File: src/rtl/sync_fifo_param_pkg.sv
// Shared definitions for the parametrised synchronous FIFO.
package fifo_pkg;

  // Pointer width: one address bit per entry index plus a wrap bit.
  function automatic int ptr_w(input int depth);
    return $clog2(depth) + 1;
  endfunction

  // One-cycle error pulses for rejected requests.
  typedef struct packed {
    logic overflow;
    logic underflow;
  } err_t;

endpackage

File: src/rtl/sync_fifo_param_if.sv
// Handshake and status bundle between the FIFO and its producer/consumer.
interface sync_fifo_param_if #(
  parameter int WIDTH = 16,
  parameter int DEPTH = 8
);
  import fifo_pkg::*;

  localparam int CW = ptr_w(DEPTH);

  logic             write;
  logic [WIDTH-1:0] wdata;
  logic             read;
  logic [WIDTH-1:0] rdata;
  logic             rvalid;
  logic             full;
  logic             empty;
  logic             almost_full;
  logic             almost_empty;
  logic [CW-1:0]    count;
  logic             overflow;
  logic             underflow;

  modport master (
    output write, wdata, read,
    input  rdata, rvalid, full, empty, almost_full, almost_empty,
           count, overflow, underflow
  );

  modport slave (
    input  write, wdata, read,
    output rdata, rvalid, full, empty, almost_full, almost_empty,
           count, overflow, underflow
  );
endinterface

File: src/rtl/sync_fifo_param_ptr_ctrl.sv
// Pointer, acceptance and status-flag control for the FIFO.
module fifo_ptr_ctrl
  import fifo_pkg::*;
#(
  parameter  int DEPTH    = 8,
  parameter  int AF_LEVEL = DEPTH - 1,
  parameter  int AE_LEVEL = 1,
  localparam int PW       = ptr_w(DEPTH),
  localparam int AW       = PW - 1
) (
  input  logic          clk,
  input  logic          reset,
  input  logic          write,
  input  logic          read,
  output logic          wr_en,
  output logic          rd_en,
  output logic [AW-1:0] waddr,
  output logic [AW-1:0] raddr,
  output logic [PW-1:0] count,
  output logic          full,
  output logic          empty,
  output logic          almost_full,
  output logic          almost_empty,
  output err_t          err
);

  localparam logic [PW-1:0] AF_L = PW'(AF_LEVEL);
  localparam logic [PW-1:0] AE_L = PW'(AE_LEVEL);

  logic [PW-1:0] wr_ptr;
  logic [PW-1:0] rd_ptr;

  // Flags and acceptance decoded from registered pointers; a read frees a
  // slot in the same cycle, so a write into a full FIFO is accepted with it.
  always_comb begin
    empty        = (wr_ptr == rd_ptr);
    full         = (wr_ptr[AW] != rd_ptr[AW]) &&
                   (wr_ptr[AW-1:0] == rd_ptr[AW-1:0]);
    count        = wr_ptr - rd_ptr;
    almost_full  = (count >= AF_L);
    almost_empty = (count <= AE_L);
    rd_en        = read & ~empty;
    wr_en        = write & (~full | rd_en);
    waddr        = wr_ptr[AW-1:0];
    raddr        = rd_ptr[AW-1:0];
  end

  // Pointers advance on accepted requests and wrap through 2^PW naturally.
  always_ff @(posedge clk or posedge reset) begin
    if (reset) begin
      wr_ptr <= '0;
      rd_ptr <= '0;
    end else begin
      if (wr_en) wr_ptr <= wr_ptr + 1'b1;
      if (rd_en) rd_ptr <= rd_ptr + 1'b1;
    end
  end

  // Rejected requests raise a pulse for exactly the following cycle.
  always_ff @(posedge clk or posedge reset) begin
    if (reset) begin
      err <= '0;
    end else begin
      err.overflow  <= write & ~wr_en;
      err.underflow <= read & ~rd_en;
    end
  end

endmodule

File: src/rtl/sync_fifo_param.sv
// Parametrised synchronous FIFO: register-array storage plus registered read
// port, with pointer/flag control in fifo_ptr_ctrl.
module sync_fifo_param
  import fifo_pkg::*;
#(
  parameter int WIDTH    = 16,
  parameter int DEPTH    = 8,
  parameter int AF_LEVEL = DEPTH - 1,
  parameter int AE_LEVEL = 1
) (
  input  logic                clk,
  input  logic                reset,
  sync_fifo_param_if.slave    bus
);

  localparam int PW = ptr_w(DEPTH);
  localparam int AW = PW - 1;

  if ((DEPTH < 2) || ((DEPTH & (DEPTH - 1)) != 0)) begin : g_bad_depth
    $error("sync_fifo_param: DEPTH must be a power of 2 and at least 2");
  end
  if (!((AE_LEVEL < AF_LEVEL) && (AF_LEVEL <= DEPTH))) begin : g_bad_levels
    $error("sync_fifo_param: need AE_LEVEL < AF_LEVEL <= DEPTH");
  end

  logic [WIDTH-1:0] mem [DEPTH];
  logic             wr_en;
  logic             rd_en;
  logic [AW-1:0]    waddr;
  logic [AW-1:0]    raddr;
  err_t             err;
  logic [WIDTH-1:0] rdata_p1;
  logic             vld_p1;

  fifo_ptr_ctrl #(
    .DEPTH    (DEPTH),
    .AF_LEVEL (AF_LEVEL),
    .AE_LEVEL (AE_LEVEL)
  ) u_ctrl (
    .clk          (clk),
    .reset        (reset),
    .write        (bus.write),
    .read         (bus.read),
    .wr_en        (wr_en),
    .rd_en        (rd_en),
    .waddr        (waddr),
    .raddr        (raddr),
    .count        (bus.count),
    .full         (bus.full),
    .empty        (bus.empty),
    .almost_full  (bus.almost_full),
    .almost_empty (bus.almost_empty),
    .err          (err)
  );

  // Storage: written only on an accepted write; contents survive reset.
  always_ff @(posedge clk) begin
    if (wr_en) mem[waddr] <= bus.wdata;
  end

  // Stage p1: popped word and its valid; rdata holds when nothing is popped.
  always_ff @(posedge clk or posedge reset) begin
    if (reset) begin
      rdata_p1 <= '0;
      vld_p1   <= 1'b0;
    end else begin
      vld_p1 <= rd_en;
      if (rd_en) rdata_p1 <= mem[raddr];
    end
  end

  assign bus.rdata     = rdata_p1;
  assign bus.rvalid    = vld_p1;
  assign bus.overflow  = err.overflow;
  assign bus.underflow = err.underflow;

endmodule

File: src/flat_wrapper.sv
// flat-port wrapper written by rule: the top's interface ports become plain ports
module sync_fifo_param_flat import fifo_pkg::*;
#(
  parameter int WIDTH    = 16,
  parameter int DEPTH    = 8,
  parameter int AF_LEVEL = DEPTH - 1,
  parameter int AE_LEVEL = 1
)
  (clk, reset, bus_write, bus_wdata, bus_read, bus_rdata, bus_rvalid, bus_full, bus_empty, bus_almost_full, bus_almost_empty, bus_count, bus_overflow, bus_underflow);
  sync_fifo_param_if #(.WIDTH(WIDTH), .DEPTH(DEPTH)) bus_i ();
  input  logic clk;
  input  logic reset;
  input wire logic [$bits(bus_i.write)-1:0] bus_write;
  input wire logic [$bits(bus_i.wdata)-1:0] bus_wdata;
  input wire logic [$bits(bus_i.read)-1:0] bus_read;
  output wire logic [$bits(bus_i.rdata)-1:0] bus_rdata;
  output wire logic [$bits(bus_i.rvalid)-1:0] bus_rvalid;
  output wire logic [$bits(bus_i.full)-1:0] bus_full;
  output wire logic [$bits(bus_i.empty)-1:0] bus_empty;
  output wire logic [$bits(bus_i.almost_full)-1:0] bus_almost_full;
  output wire logic [$bits(bus_i.almost_empty)-1:0] bus_almost_empty;
  output wire logic [$bits(bus_i.count)-1:0] bus_count;
  output wire logic [$bits(bus_i.overflow)-1:0] bus_overflow;
  output wire logic [$bits(bus_i.underflow)-1:0] bus_underflow;
  assign bus_i.write = bus_write;
  assign bus_i.wdata = bus_wdata;
  assign bus_i.read = bus_read;
  assign bus_rdata = bus_i.rdata;
  assign bus_rvalid = bus_i.rvalid;
  assign bus_full = bus_i.full;
  assign bus_empty = bus_i.empty;
  assign bus_almost_full = bus_i.almost_full;
  assign bus_almost_empty = bus_i.almost_empty;
  assign bus_count = bus_i.count;
  assign bus_overflow = bus_i.overflow;
  assign bus_underflow = bus_i.underflow;
  sync_fifo_param #(.WIDTH(WIDTH), .DEPTH(DEPTH), .AF_LEVEL(AF_LEVEL), .AE_LEVEL(AE_LEVEL)) u_core (.clk(clk), .reset(reset), .bus(bus_i));
endmodule
File: config.mk
export PLATFORM = sky130hd
export DESIGN_NAME = sync_fifo_param_flat
export DESIGN_NICKNAME = d
export VERILOG_FILES = /design/src/rtl/sync_fifo_param_pkg.sv /design/src/rtl/sync_fifo_param_if.sv /design/src/rtl/sync_fifo_param_ptr_ctrl.sv /design/src/rtl/sync_fifo_param.sv /design/src/flat_wrapper.sv
export SDC_FILE = /design/constraint.sdc
export NUM_CORES = 1
export LEC_CHECK = 0
export BUFFER_PORTS_ARGS = -buffer_cell sky130_fd_sc_hd__buf_2
export CAP_MARGIN = 20
export CORE_ASPECT_RATIO = 1.4
export CORE_MARGIN = 2
export CORE_UTILIZATION = 35
export CTS_CLUSTER_DIAMETER = 100
export DETAILED_ROUTE_END_ITERATION = 8
export PLACE_DENSITY = 0.55
export SLEW_MARGIN = 25
export SYNTH_ARGS = -nofsm -noshare
export SYNTH_HDL_FRONTEND = slang
export SYNTH_HIERARCHICAL = 1
export SYNTH_SLANG_ARGS = --single-unit
File: constraint.sdc
create_clock -name clk -period 4.35 [get_ports clk]
set_clock_uncertainty 0.05 [all_clocks]
set_input_delay 0.6525 -clock clk [delete_from_list [all_inputs] [get_ports clk]]
set_output_delay 0.6525 -clock clk [all_outputs]
set_load 0.05 [all_outputs]
==> results of run 1 <==
## worst paths after layout
check	startpoint	end	slack [ns]	cells after the start
worst max-delay path	u_core/u_ctrl/rd_ptr[0]	bus_almost_full	1.14	5
worst min-delay path	reset	u_core/u_ctrl/err[0]	0.18	2
max in group asynchronous	reset	u_core/bus.rdata[2]	3.23	2
min in group clk	bus_wdata[4]	u_core/mem[0][4]	0.48	1
worst min register to register	u_core/u_ctrl/rd_ptr[3]	u_core/u_ctrl/rd_ptr[3]	0.49	1
worst max register to register	u_core/u_ctrl/rd_ptr[0]	u_core/mem[2][14]	1.41	7
## cells in the final DEF, fill, tap and decap left out, types with 9 or more instances in the layout
| cell type | count |
|---|---|
| a211o_1 | 16 |
| buf_4 | 11 |
| inv_1 | 10 |
| edfxtp_1 | 128 |
| mux2i_1 | 48 |
| nor2_1 | 9 |
| clkbuf_16 | 17 |
| dfrtp_1 | 26 |
| nand3_1 | 16 |
| buf_2 | 46 |
| a41o_1 | 16 |
| a22oi_1 | 16 |
| nor2b_1 | 32 |
## kinds of logic after synthesis
kind of cell | Yosys count | synth area share (%)
flops | 155 | 71.1
simple gates | 74 | 6.77
compound gates | 58 | 7.99
mux | 50 | 7.91
buf+inv | 38 | 3.74
xor+xnor | 9 | 1.24
fa+ha+maj | 6 | 1.30
## final cells by class
cell class | instances | area (sq um)
Fill cell | 1656 | 10500
Timing Repair Buffer | 57 | 313
Clock buffer | 18 | 429
Sequential cell | 155 | 4520
Multi-Input combinational cell | 197 | 1620
Clock inverter | 14 | 154
Tap cell | 240 | 300
Inverter | 11 | 41.3
## metal layers
layer / vias up / GRT usage (%)
met5: - / 0
met4: 0 / 3.94
met3: 7 / 3.21
met2: 40 / 26.7
met1: 1738 / 16.9
li1: 1601 / -
## state kept, by name, indices dropped and copies added (netlist names)
register              flops
u_core/u_ctrl/rd_ptr      4
u_core/bus.rvalid         1
u_core/bus.rdata         16
u_core/u_ctrl/wr_ptr      4
u_core/u_ctrl/err         2
u_core/mem              128
## through the flow
stage	hold WS (ns)	area, sq um	power [mW]
floorplan	0.431	6360	3.97
global placement	0.470	6800	4.45
detailed placement	0.482	6800	4.47
CTS	0.189	7380	5.92
global route	0.209	7380	6.17
finish	0.185	7380	5.86
## critical path, delay by kind of cell, from the launching register on
kind	cells	cell delay [ns]
AOI/OAI and AO/OA	1	0.22
xor gates and xnor gates	1	0.20
DFF	1	0.69
adders and majority gates	2	0.68
buffers and inverters	1	0.31
## where the power goes
part / switching, mW / internal, mW / total [mW] / leakage [nW]
sequential: 0.195 / 1.93 / 2.13 / 1.49
clock: 0.545 / 0.893 / 1.44 / 0.284
combinational: 1.58 / 0.712 / 2.29 / 1.03
==> flow_summary_export.csv, run 1 <==
group,metric,value,unit
floorplan,start_util,35.5,%
logic_synthesis,synthDominantCellAreaShare,60.4,%
placed_design,place.gp.congestion,0.748,
final_layout,antennaDiodeCount,0,
sta,period_share,73.8,%
floorplan,ios,47,
worst_setup_path,crit_path_start_kind,"flop",
global_routing,overflow,0,
power,irDropWorstVdd,0.000467,V
logic_synthesis,seq_area_frac_synth,71.1,%
sta,setup_violations,0,
drt,vias,3386,
placed_design,place_ws,1.39,ns
worst_setup_path,crit_fanout,37,
floorplan,std_cell_rows,58,
placed_design,io_buffers,46,
drt,met3_wirelength,223,um
cts,cts_max_path_buffers,2,
logic_synthesis,synthFlopType,"edfxtp_1",
worst_setup_path,cp.arrival,2.51,ns
logic_synthesis,synth_fp_nets,416,
worst_hold_path,min_path_type,"primary input to async pin",
global_routing,grt_pass1_vias,3613,
global_routing,grt_max_degree,49,
sta,final.min_clock_period,3.21,ns
sta,worst_pin_slew,0.967,ns
drt,drt_iter0_markers,203,
logic_synthesis,synth_area_per_cell,16.3,sq um
drt,drt-vias-per-instance,4.89,
logic_synthesis,yosysUniqueCellTypes,39,
logic_synthesis,ys_ff_latch,155,
placed_design,place_inst,660,
logic_synthesis,synth_edf_count,128,
job,drv_cap,0,
global_routing,grt_pass1_wl,20700,um
worst_setup_path,required,3.65,ns
sta,maxSlewViolCount,0,
floorplan,dieArea,19300,sq um
logic_synthesis,yosys.cell_count.top_type,"edfxtp_1",
cts,cts_sinks,155,
sta,setup_ws,1.14,ns
global_routing,antenna_found_initial,0,
final_layout,finish.utilization,41.2,%
final_layout,layout-drive-gt1-share,21.2,%
final_layout,num-nets-final,465,
cts,clk_transition_reported_paths,0.06,ns
cts,cts_buffers,17,
drt,first_pass_iters,4,
sta,finalHoldViolCount,0,
logic_synthesis,synthTopCellsByCount,"edfxtp_1 (128), mux2i_1 (48), nor2b_1 (33)",
outcome,status,"finished, final reports clean",
floorplan,core,17900,sq um
power,powerDensity,794,nW/um^2
logic_synthesis,synthTopCellsByArea,"edfxtp_1 (60%), dfrtp_1 (11%), mux2i_1 (7.6%)",
worst_setup_path,cp-end-kind,"primary output",
logic_synthesis,synthArstFlopShare,17.4,%
drt,ant_nets,0,
drt,dr_wl_met2,7240,um
final_layout,fin_cells,692,
cts,clockRootBuffer,"clkbuf_16",
drt,drc,0,
placed_design,dp_hpwl,8140,um
cts,cts_resized,0,
cts,hold_buffers,0,
worst_setup_path,slowest_delay,0.69,ns
worst_setup_path,slowest_stage,"dfrtp_4",
logic_synthesis,synth_area_leader_cell,"edfxtp_1",
power,leakage,2.80,nW
drt,wl,13200,um
worst_setup_path,worstSetupPathType,"flop to primary output",
sta,fin_tns_setup,0,ns
logic_synthesis,syn_inst,390,
sta,rsz0062_at_grt,"false",
final_layout,syn2layout_area_growth,16.0,%
global_routing,track_usage,14.5,%
cts,post-cts-setup-buffer-count,0,
cts,clk_latency,0.41,ns
logic_synthesis,netlist_area,6360,sq um
drt,wl_per_cell,19.1,um
cts,tritoncts,"yes",
floorplan,die_x,118,um
cts,cts_max_level,4,
drt,highest-signal-layer,"met4",
floorplan,die_h,163,um
logic_synthesis,yosysWarnings,6,
sta,max_freq,311,MHz
drt,wl_met1,5650,um
worst_setup_path,path_cells,"ha_1 -> fa_1 -> xor2_1 -> o32ai_1 -> buf_2",
sta,maxSlewHeadroom,35.4,%
Note: power is estimated with default switching activity, not from simulation.
==> run 2: changes to the inputs <==
Clock period 4.35 ns to 3.3 ns, I/O delays scaled along.
==> flow_summary_export.csv, run 2 (synthesis results as in run 1) <==
group,metric,value,unit
drt,wl_per_cell,19.1,um
sta,hold_slack,0.00282,ns
power,swShare,39.8,%
worst_setup_path,crit_fanout,9,
sta,maxSlewViolCount,0,
cts,cts_max_level,4,
drt,vias,3419,
cts,cts_max_path_buffers,2,
outcome,status,"finished, final reports clean",
global_routing,grt_pass1_wl,20500,um
placed_design,place.gp.congestion,0.734,
floorplan,die_x,118,um
power,irDropWorstVdd,0.000587,V
cts,clk_transition_reported_paths,0.06,ns
drt,ant_nets,0,
worst_setup_path,slowest_delay,0.52,ns
final_layout,layout-drive-gt1-share,21.9,%
placed_design,io_buffers,46,
worst_setup_path,startpoint,"u_core/u_ctrl/wr_ptr[0]",
worst_setup_path,reg2reg_from,"u_core/u_ctrl/wr_ptr[0]",
worst_setup_path,slowest_stage,"dfrtp_1",
drt,drt-vias-per-instance,4.91,
final_layout,multi_input_area,1610,sq um
power,leakage,2.81,nW
global_routing,grt_max_degree,80,
global_routing,track_usage,14.4,%
final_layout,num-nets-final,469,
floorplan,dieArea,19300,sq um
final_layout,final_area,7420,sq um
final_layout,antennaDiodeCount,0,
global_routing,antenna_found_initial,0,
drt,wl,13300,um
sta,worst_pin_slew,0.919,ns
drt,first_pass_iters,4,
final_layout,fillCellCount,1670,
job,drv_cap,0,
sta,setup_violations,0,
cts,cts_sinks,155,
floorplan,start_util,35.5,%
cts,tritoncts,"yes",
cts,clockRootBuffer,"clkbuf_16",
final_layout,largest_reg_flops,128,
worst_setup_path,cp.arrival,2.38,ns
power,pwr-share-clk,25.0,%
worst_setup_path,required,2.75,ns
power,comb_power_share,40.2,%
floorplan,std_cell_rows,58,
final_layout,mostFrequentLayoutCell,"edfxtp_1",
sta,maxSlewHeadroom,38.6,%
placed_design,place_inst,664,
cts,hold_buffers,0,
global_routing,grt_pass1_vias,3637,
worst_setup_path,cp-end-kind,"primary output",
sta,period_share,88.7,%
power,intPower,4.72,mW
floorplan,die_h,163,um
sta,max_freq,341,MHz
global_routing,overflow,0,
power,switching_power,3.12,mW
final_layout,ff_latch_area,4520,sq um
final_layout,final_cell_mix,"edfxtp_1 (128), mux2i_1 (48), buf_2 (46)",
final_layout,fin_cells,696,
sta,fin_tns_setup,0,ns
final_layout,syn2layout_area_growth,16.7,%
sta,finalHoldViolCount,0,
power,powerDensity,1060,nW/um^2
sta,rsz0062_at_grt,"false",
cts,post-cts-setup-buffer-count,0,
worst_setup_path,worstSetupPathType,"flop to primary output",
placed_design,dp_hpwl,7990,um
worst_setup_path,crit_path_start_kind,"flop",
worst_setup_path,critical_path_buf_inv_count,2,
power,pwr-share-seq,34.8,%
worst_setup_path,path_cells,"inv_1 -> ha_1 -> fa_1 -> xor2_1 -> o32ai_1 -> buf_2",
worst_hold_path,min_path_type,"primary input to async pin",
placed_design,post_dp_cell_area,6820,sq um
final_layout,regMostFlops,"u_core/mem",
floorplan,core,17900,sq um
drt,drc,0,
cts,cts_resized,0,
sta,final.min_clock_period,2.93,ns
floorplan,ios,47,
drt,drt_iter0_markers,128,
cts,clk_latency,0.42,ns
worst_setup_path,crit_family,"adder cells",
cts,cts_buffers,17,
[run 2: cell types whose count changed in the layout (fill, tap and decap cells not counted), sizes merged]
cell,before,now
clkinv,10,4
inv,11,13
clkinvlp,1,5
buf,57,61
[run 2: stage by stage]
| step | util [%] | power (mW) | setup WS (ns) |
|---|---|---|---|
| final | 41.4 | 7.84 | 0.372 |
| after global routing | 41.4 | 8.23 | 0.265 |
| after global placement | 38.0 | 5.91 | 0.649 |
| after detailed placement | 38.1 | 5.96 | 0.579 |
| after CTS | 41.4 | 7.94 | 0.325 |
| after floorplan | - | 5.23 | 0.328 |
[run 2: area by class of cell]
class	instances	area share, %
Sequential cell	155	60.9
Multi-Input combinational cell	197	21.7
Clock buffer	18	5.78
Timing Repair Buffer	61	4.67
Tap cell	240	4.04
Clock inverter	14	2.31
Inverter	11	0.556
[run 2: power by group through the flow]
stage	logic (mW)	registers (mW)	clock network, mW
2_1_floorplan	2.13	3.10	0
6_report	3.15	2.72	1.96
4_1_cts	3.21	2.73	2.00
3_5_place_dp	3.19	2.77	0
5_1_grt	3.37	2.77	2.08
3_3_place_gp	3.15	2.75	0
[run 2: final timing paths]
check | end | slack (ns) | cells past startpoint
worst max-delay path | bus_almost_full | 0.37 | 6
min in group clk | u_core/mem[3][15] | 0.30 | 1
worst min-delay path | u_core/u_ctrl/err[0] | 0.003 | 2
max in group asynchronous | u_core/bus.rdata[15] | 2.40 | 2
worst min register to register | u_core/u_ctrl/rd_ptr[3] | 0.49 | 1
worst max register to register | u_core/mem[4][11] | 0.56 | 8
[run 2: per-layer routing]
metal | global-route usage [%] | wire (um) | part of all wire (%) | up-vias
li1 | - | - | - | 1604
met5 | 0 | 0 | 0 | -
met4 | 5.59 | 208 | 1.6 | 0
met2 | 25.7 | 6900 | 52 | 72
met1 | 16.8 | 5700 | 43 | 1726
met3 | 3.28 | 462 | 3.5 | 17
==> run 3: changes to the inputs <==
--- a/config.mk
+++ b/config.mk
@@ -11,5 +11,5 @@
 export CORE_MARGIN = 2
 export CORE_UTILIZATION = 35
-export CTS_CLUSTER_DIAMETER = 100
+export CTS_CLUSTER_DIAMETER = 50
 export DETAILED_ROUTE_END_ITERATION = 8
 export PLACE_DENSITY = 0.55
==> constraint.sdc (replaced) <==
create_clock -name clk -period 3.3 [get_ports clk]
set_clock_uncertainty 0.05 [all_clocks]
set_input_delay 0.99 -clock clk [delete_from_list [all_inputs] [get_ports clk]]
set_output_delay 0.99 -clock clk [all_outputs]
set_load 0.05 [all_outputs]
==> flow_summary_export.csv, run 3 (synthesis results as in run 1) <==
group,metric,value,unit
final_layout,syn2layout_area_growth,17.4,%
sta,final.min_clock_period,3.23,ns
floorplan,start_util,35.5,%
power,intPower,4.73,mW
placed_design,place_inst,668,
global_routing,overflow,0,
power,leakage,2.84,nW
final_layout,final_area,7470,sq um
floorplan,die_h,163,um
sta,hold_slack,0.484,ns
placed_design,post_dp_cell_area,6870,sq um
global_routing,antenna_found_initial,0,
placed_design,io_buffers,46,
worst_setup_path,crit_family,"adder cells",
sta,maxSlewViolCount,0,
worst_setup_path,crit_path_start_kind,"flop",
job,drv_cap,0,
worst_hold_path,min_path_type,"flop to flop",
floorplan,ios,47,
final_layout,num-nets-final,475,
power,pwr-share-clk,23.4,%
final_layout,antennaDiodeCount,0,
worst_setup_path,slowest_delay,0.51,ns
worst_setup_path,slowest_stage,"dfrtp_4",
global_routing,grt_pass1_vias,3593,
global_routing,use_met3,3.00,%
cts,cts_max_level,4,
drt,drc,0,
global_routing,grt_pass1_wl,21100,um
drt,vias,3521,
drt,first_pass_iters,4,
cts,clockRootBuffer,"clkbuf_16",
power,swShare,39.8,%
cts,tritoncts,"yes",
cts,clk_transition_reported_paths,0.06,ns
global_routing,grtUsageMet2,26.2,%
placed_design,place.gp.congestion,0.733,
final_layout,final_cell_mix,"edfxtp_1 (128), mux2i_1 (48), buf_2 (44)",
cts,cts_sinks,155,
final_layout,layout-drive-gt1-share,23.6,%
sta,worst_pin_slew,0.849,ns
outcome,status,"finished, final reports clean",
drt,ant_nets,0,
final_layout,largest_reg_flops,128,
sta,max_freq,310,MHz
final_layout,regMostFlops,"u_core/mem",
floorplan,die_x,118,um
worst_setup_path,crit_fanout,5,
sta,finalHoldViolCount,0,
cts,cts_max_path_buffers,2,
global_routing,globalRouteMet1Util,17.7,%
sta,setup_ws,0.0730,ns
drt,drt-vias-per-instance,5.02,
cts,hold_buffers,0,
floorplan,core,17900,sq um
cts,cts_buffers,17,
worst_setup_path,worstSetupPathType,"flop to primary output",
placed_design,dp_hpwl,8130,um
drt,wl_per_cell,19.2,um
sta,period_share,97.8,%
global_routing,grt_max_degree,81,
floorplan,dieArea,19300,sq um
worst_setup_path,path_cells,"ha_1 -> fa_1 -> xor2_2 -> o32ai_2 -> buf_6",
sta,maxSlewHeadroom,43.4,%
floorplan,std_cell_rows,58,
drt,wl,13500,um
power,pwr-share-seq,34.6,%
global_routing,grt_most_used_layer,"met2",
power,switching_power,3.12,mW
sta,setup_violations,0,
worst_setup_path,cp-end-kind,"primary output",
power,powerDensity,1050,nW/um^2
final_layout,fin_cells,702,
cts,clk_latency,0.41,ns
power,comb_power_share,42.0,%
global_routing,track_usage,14.7,%
worst_setup_path,critical_path_buf_inv_count,1,
placed_design,place_ws,0.358,ns
final_layout,mostFrequentLayoutCell,"edfxtp_1",
worst_setup_path,required,2.26,ns
drt,drt_iter0_markers,147,
power,irDropWorstVdd,0.000602,V
worst_setup_path,cp.arrival,2.19,ns
power,power,7.86,mW
## run 3: cell count changes in the layout (fill, tap and decap cells not counted), moves of 2 or more
cell | before | now
inv_6 | 2 | 0
buf_4 | 14 | 20
dfrtp_1 | 26 | 24
buf_2 | 46 | 44
clkinv_2 | 1 | 5
dfrtp_2 | 0 | 2
## run 3: repair_timing
action	4_1_cts	5_1_grt
gates cloned	0	0
buffers inserted	0	2
gates resized for setup	2	5
endpoints found under the hold margin	0	0
endpoints found under the setup margin	2	2
## run 3: power groups by stage
stage                     combinational (mW)  clock (mW)  sequential [mW]
after floorplan                         2.16           0             3.10
after global placement                  3.21           0             2.76
after detailed placement                3.25           0             2.77
after CTS                               3.27        1.88             2.73
after global routing                    3.56        1.96             2.76
final                                   3.30        1.84             2.72
## run 3: cell type report
class	count	area [sq um]
Clock buffer	19	433
Clock inverter	13	128
Fill cell	1662	10500
Inverter	11	41.3
Multi-Input combinational cell	197	1630
Sequential cell	155	4530
Tap cell	240	300
Timing Repair Buffer	67	413
## run 3: worst paths after layout
kind,startpoint,endpoint,slack [ns],depth (start not counted)
min in group asynchronous,reset,u_core/u_ctrl/err[0],0.51,2
min,u_core/u_ctrl/wr_ptr[2],u_core/u_ctrl/wr_ptr[2],0.48,1
max reg2reg,u_core/u_ctrl/rd_ptr[0],u_core/mem[7][4],0.64,7
max,u_core/u_ctrl/rd_ptr[0],bus_almost_full,0.07,5
min reg2reg,u_core/u_ctrl/wr_ptr[2],u_core/u_ctrl/wr_ptr[2],0.48,1
max in group asynchronous,reset,u_core/u_ctrl/rd_ptr[0],2.36,2
## run 3: through the flow
step | utilization (%) | setup TNS, ns
floorplan | - | 0
global placement | 38.3 | 0
detailed placement | 38.3 | 0
CTS | 41.5 | 0
global route | 41.7 | -0.000377
finish | 41.7 | 0
## run 3: per-layer routing
metal	wire (um)	vias to the layer above
li1	-	1612
met1	5620	1811
met2	7250	80
met3	434	18
met4	192	0
met5	0	-
